==> src/rtl/leitor_matriz.sv <==
// Raster frame-buffer reader: scans ALTURA x LARGURA addresses and streams pixels with valid/ready.
// Define LEITOR_CONTINUO_EN for an endless frame stream instead of one frame per iniciar.
module leitor_matriz #(
  parameter int LARGURA = 320,
  parameter int ALTURA  = 240
) (
  input  logic       clock,
  input  logic       reset_n,
  input  logic       iniciar,
  output logic [7:0] linha,
  output logic [8:0] coluna,
  output logic       escrever_na_matriz,
  input  logic [7:0] byte_lido,
  output logic [7:0] pixel,
  output logic       pixel_valido,
  input  logic       pixel_pronto,
  output logic       fim_de_quadro,
  output logic       ocupado
);
  localparam logic [8:0] COL_MAX = 9'(LARGURA - 1);
  localparam logic [7:0] LIN_MAX = 8'(ALTURA - 1);

  typedef enum logic [1:0] {OCIOSO, LENDO, ESVAZIANDO} estado_t;

  estado_t         estado_q, estado_d;
  logic [7:0]      linha_q, linha_d;
  logic [8:0]      coluna_q, coluna_d;
  logic            inicio_q, inicio_d;
  logic            voo_q, voo_d;
  logic            voo_fim_q, voo_fim_d;
  logic [1:0][7:0] buf_dado_q, buf_dado_d;
  logic [1:0]      buf_fim_q, buf_fim_d;
  logic            rd_ptr_q, rd_ptr_d;
  logic            wr_ptr_q, wr_ptr_d;
  logic [1:0]      cnt_q, cnt_d;

  logic       push, pop, ultimo, emite;
  logic [2:0] ocupacao;

  always_comb begin
    estado_d   = estado_q;
    linha_d    = linha_q;
    coluna_d   = coluna_q;
    inicio_d   = 1'b0;
    buf_dado_d = buf_dado_q;
    buf_fim_d  = buf_fim_q;
    rd_ptr_d   = rd_ptr_q;
    wr_ptr_d   = wr_ptr_q;

    pop      = (cnt_q != 2'd0) && pixel_pronto;
    push     = voo_q;
    ocupacao = 3'(cnt_q) + 3'(voo_q) - 3'(pop);
    ultimo   = (linha_q == LIN_MAX) && (coluna_q == COL_MAX);
    // The start cycle is a settle cycle: the first read goes out one cycle after iniciar is taken.
    emite    = (estado_q == LENDO) && !inicio_q && (ocupacao < 3'd2);

    voo_d     = emite;
    voo_fim_d = emite && ultimo;

    if (emite) begin
      if (coluna_q == COL_MAX) begin
        coluna_d = '0;
        linha_d  = ultimo ? '0 : linha_q + 8'd1;
      end else begin
        coluna_d = coluna_q + 9'd1;
      end
    end

    case (estado_q)
      OCIOSO: if (iniciar) begin
        estado_d = LENDO;
        inicio_d = 1'b1;
        linha_d  = '0;
        coluna_d = '0;
      end
      LENDO: begin
`ifndef LEITOR_CONTINUO_EN
        if (emite && ultimo) estado_d = ESVAZIANDO;
`endif
      end
      ESVAZIANDO: if (cnt_q == 2'd0 && !voo_q) estado_d = OCIOSO;
      default: estado_d = OCIOSO;
    endcase

    // Two-entry output buffer; the head slot is never overwritten while occupied.
    if (push) begin
      buf_dado_d[wr_ptr_q] = byte_lido;
      buf_fim_d[wr_ptr_q]  = voo_fim_q;
      wr_ptr_d             = ~wr_ptr_q;
    end
    if (pop) rd_ptr_d = ~rd_ptr_q;
    cnt_d = cnt_q + 2'(push) - 2'(pop);
  end

  always_ff @(posedge clock or negedge reset_n) begin
    if (!reset_n) begin
      estado_q   <= OCIOSO;
      linha_q    <= '0;
      coluna_q   <= '0;
      inicio_q   <= 1'b0;
      voo_q      <= 1'b0;
      voo_fim_q  <= 1'b0;
      buf_dado_q <= '0;
      buf_fim_q  <= '0;
      rd_ptr_q   <= 1'b0;
      wr_ptr_q   <= 1'b0;
      cnt_q      <= '0;
    end else begin
      estado_q   <= estado_d;
      linha_q    <= linha_d;
      coluna_q   <= coluna_d;
      inicio_q   <= inicio_d;
      voo_q      <= voo_d;
      voo_fim_q  <= voo_fim_d;
      buf_dado_q <= buf_dado_d;
      buf_fim_q  <= buf_fim_d;
      rd_ptr_q   <= rd_ptr_d;
      wr_ptr_q   <= wr_ptr_d;
      cnt_q      <= cnt_d;
    end
  end

  assign linha              = linha_q;
  assign coluna             = coluna_q;
  assign escrever_na_matriz = 1'b0;
  assign pixel              = buf_dado_q[rd_ptr_q];
  assign pixel_valido       = (cnt_q != 2'd0);
  assign fim_de_quadro      = pixel_valido && buf_fim_q[rd_ptr_q];
  assign ocupado            = (estado_q != OCIOSO);

endmodule

==> config.mk <==
export PLATFORM = sky130hd
export DESIGN_NAME = leitor_matriz
export DESIGN_NICKNAME = d
export VERILOG_FILES = /design/src/rtl/leitor_matriz.sv
export SDC_FILE = /design/constraint.sdc
export NUM_CORES = 1
export LEC_CHECK = 0
export CAP_MARGIN = 20
export CORE_ASPECT_RATIO = 0.8
export CORE_UTILIZATION = 47
export CTS_BUF_LIST = sky130_fd_sc_hd__clkbuf_16
export CTS_CLUSTER_SIZE = 12
export DETAILED_ROUTE_END_ITERATION = 7
export GPL_TIMING_DRIVEN = 0
export PLACE_DENSITY_LB_ADDON = 0.12
export SLEW_MARGIN = 20
export SYNTH_ARGS = -nofsm -noshare
export SYNTH_HDL_FRONTEND = slang
export SYNTH_SLANG_ARGS = --single-unit
export TNS_END_PERCENT = 30
==> constraint.sdc <==
create_clock -name clock -period 3.2 [get_ports clock]
set_input_delay 0.64 -clock clock [delete_from_list [all_inputs] [get_ports clock]]
set_output_delay 0.64 -clock clock [all_outputs]
set_load 0.01 [all_outputs]
==> reports/qor.yml <==
finish:
  final_area_um2: 2914
  final_cells: 296
  fillers: 325
  antenna_cells: 0
  drive_gt1_frac: 0.2594
  layout.nets: 255
  syn_to_final_growth_pct: 32.56
timing:
  finalHoldViolCount: 0
  rsz0062_at_grt: "true"
  finClkSkew_ps: 2.895
  period_minus_slack_ps: 3101
  max_freq_mhz: 322.5
  slew_headroom: 0.4591
  setup_viol_count_final: 0
  period_share: 0.9689
  drv_slew: 0
  worstMarginPinSlew_ps: 808.4
yosys:
  ys_seq_area_frac: 0.5009
  synthCells: 188
  ys_ff_latch: 44
  synth_simple_gate_area_frac: 0.1747
  syn-num-nets: 205
  netlist_area_um2: 2198
  async_flop_share: 1.000
  synth_edf_count: 0
  synth_fa_ha_area_frac: 0.03187
  synth-main-ff-cell: "dfrtp_1"
  avgSynthCellArea_um2: 11.69
  yosys_warnings: 0
  ys_types: 42
  synth_top_family_by_area: "simple AND/OR/NAND/NOR gates"
  synthMuxAreaShare: 0.1514
  synth_compound_area_frac: 0.05748
  synthXorXnorAreaFrac: 0.04838
power:
  power.total_uw: 2432
  p_leak_uw: 0.001283
  cellPowerDensity_nw_per_um2: 834.5
  peakVddDrop_uv: 522.9
grt:
  grt_start_max_net_pins: 24
  grt_pass1_wl_um: 7583
  track_usage: 0.2001
  grt_pass1_vias: 1609
  grt_overflow_total: 0
  antenna_found_initial: 0
placed_design:
  post-dp-hpwl_um: 3176
  place_area_um2: 2683
  numPlacedInstances: 285
  port_buffers: 39
  finalWeightedCongestion: 0.8179
route:
  drt_iter0_markers: 106
  drt_first_pass_iters: 4
  viasPerCell: 5.375
  wl_per_cell_um: 15.47
  vias: 1591
  drc: 0
  ant_nets: 0
  routed_wl_um: 4580
clock_tree:
  cts_sinks: 44
  cts_buffers: 5
  h-tree-depth: 2
  cts_tree: "done"
  cts-root-buf: "clkbuf_16"
  cts_max_path_buffers: 2
  path_clk_slew_ps: 60
  clk_latency_ps: 280
floorplan:
  coreArea_um2: 4335
  ios: 41
  fp.dieW_um: 78.47
  initial_core_util: 0.5071
  dieArea_um2: 4957
  rows: 21
  fp.dieH_um: 63.17
worst_setup_path:
  slowest_delay_ps: 560
  worst_setup_path_start_kind: "flip-flop"
  r2r-end: "coluna[8]"
  r2r_slack_ps: 100
  crit_slowest_cell: "or4_4"
  path_buf_inv: 4
  crit_type: "flip-flop to flip-flop"
  rr_worst_depth: 13
  crit-reg2reg-launch: "cnt_q[0]"
  crit_required_ps: 3380
  crit_family: "simple AND/OR/NAND/NOR gates"
  cp_cell_sequence: "nor2_4, inv_2, and2_4, ha_4, inv_4, ha_4, inv_2, fa_1, nand4bb_1, buf_6, or4_4, mux2i_1, nor4_1"
  cp_max_fo: 8
  end_kind: "flip-flop"
  worstPathArrival_ps: 3280
run_status:
  outcome: "finished, final reports clean"
worst_hold_path:
  hold_class: "input pin to async pin"
job:
  maxCapViolCount: 0
## final cells by class
class | count | area, um2 | area share
Buffer | 6 | 43.79 | 0.01503
Clock buffer | 5 | 125.1 | 0.04294
Clock inverter | 3 | 38.79 | 0.01331
Inverter | 9 | 36.28 | 0.01245
Multi-Input combinational cell | 129 | 1059 | 0.3632
Sequential cell | 44 | 1102 | 0.3783
Tap cell | 57 | 71.32 | 0.02447
Timing Repair Buffer | 43 | 437.9 | 0.1503
## metal layers
| metal | vias to the layer above | track usage | share of wire |
|---|---|---|---|
| met2 | 36 | 0.3070 | 0.47 |
| met5 | - | 0 | 0 |
| met1 | 788 | 0.2736 | 0.48 |
| met4 | 0 | 0.06250 | 0.0059 |
| li1 | 765 | - | - |
| met3 | 2 | 0.05797 | 0.044 |
## cells in the mapped netlist (2+ instances only)
cell type	n	share of area
mux2i_1	4	0.018
o21ai_0	5	0.011
nor3_1	9	0.020
nand4bb_1	2	0.010
a21oi_1	6	0.014
dfrtp_1	44	0.50
ha_1	4	0.023
nand2_1	10	0.017
xnor2_1	5	0.020
inv_1	8	0.014
or3_1	2	0.0057
mux2_2	26	0.13
and2_1	2	0.0057
xor2_1	4	0.016
buf_4	2	0.0068
and3_1	5	0.014
buf_2	2	0.0046
nor4_1	3	0.0085
nor2_1	15	0.026
nand3_1	7	0.016
a31o_2	2	0.0080
## logic make-up (layout without fill, tap and decap cells)
| group | after synthesis | count (layout) |
|---|---|---|
| adders and majority gates | 5 | 5 |
| xor gates and xnor gates | 10 | 10 |
| other | 1 | 1 |
| DFF | 44 | 44 |
| buffers and inverters | 15 | 66 |
| AOI/OAI and AO/OA | 19 | 19 |
| and+or+nand+nor | 64 | 64 |
| muxes | 30 | 30 |
## worst max-delay path by stage
stage / from / endpoint / slack (ps) / cells after the start
CTS: pixel_pronto / coluna[8] / -20 / 12
finish: cnt_q[0] / coluna[8] / 100 / 13
detailed placement: pixel_pronto / coluna[8] / -400 / 12
global route: cnt_q[0] / coluna[8] / -70 / 13
global placement: pixel_pronto / coluna[8] / -340 / 12
floorplan: cnt_q[1] / coluna[8] / 90 / 13
## cell usage in the layout (no fill, tap or decap), types with 2 or more instances in the layout
cell             count
nor4_1               3
a21oi_1              6
o21ai_0              5
buf_4                4
xnor2_1              5
buf_6                2
xor2_1               4
nor2_1              14
or3_1                2
ha_4                 2
inv_1                6
clkbuf_16            5
nor3_1               9
clkdlybuf4s50_1     37
dfrtp_1             43
and3_1               5
buf_2                3
mux2i_1              4
a31o_2               2
nand3_1              7
nand4bb_1            2
mux2_2              26
inv_2                3
nand2_1             10
ha_1                 2
## registers in the layout, indices dropped and copies added (netlist names)
signal / cells
voo_fim_q: 1
coluna: 9
cnt_q: 2
inicio_q: 1
linha: 8
buf_fim_q: 2
estado_q: 2
buf_dado_q: 16
push: 1
rd_ptr_q: 1
wr_ptr_q: 1
## worst reg2reg max path, delay by kind of cell, from the launching register on
| kind | cells | cell delay, ps |
|---|---|---|
| DFF | 1 | 440 |
| buffers and inverters | 4 | 280 |
| muxes | 1 | 140 |
| and+or+nand+nor | 5 | 1270 |
| adders and majority gates | 3 | 870 |
## per-stage QoR
step / util / setup slack (ps) / TNS, ps / hold WS (ps)
6_report: 0.6722 / 99.38 / 0 / 348.8
5_1_grt: 0.6722 / -67.64 / -68.91 / 380.6
4_1_cts: 0.6586 / -22.60 / -39.95 / 365.0
3_5_place_dp: 0.6188 / -403.0 / -6511 / 474.0
3_3_place_gp: 0.6136 / -342.5 / -4928 / 456.9
2_1_floorplan: - / 88.21 / 0 / 344.4
## timing repair
| action | 4_1_cts | 5_1_grt |
|---|---|---|
| setup buffers | 0 | 3 |
| pin swaps | 2 | 6 |
| endpoints found under the setup margin | 16 | 19 |
| resized for setup | 3 | 10 |
| endpoints found under the hold margin | 0 | 0 |
| hold buffers | 0 | 0 |
## power breakdown
group | internal, uW | total (uW) | switching [uW]
sequential | 725 | 849 | 124
clock | 364 | 566 | 202
combinational | 553 | 1020 | 464
total | 1640 | 2430 | 790
No activity file was read; power rests on OpenSTA's default activity.
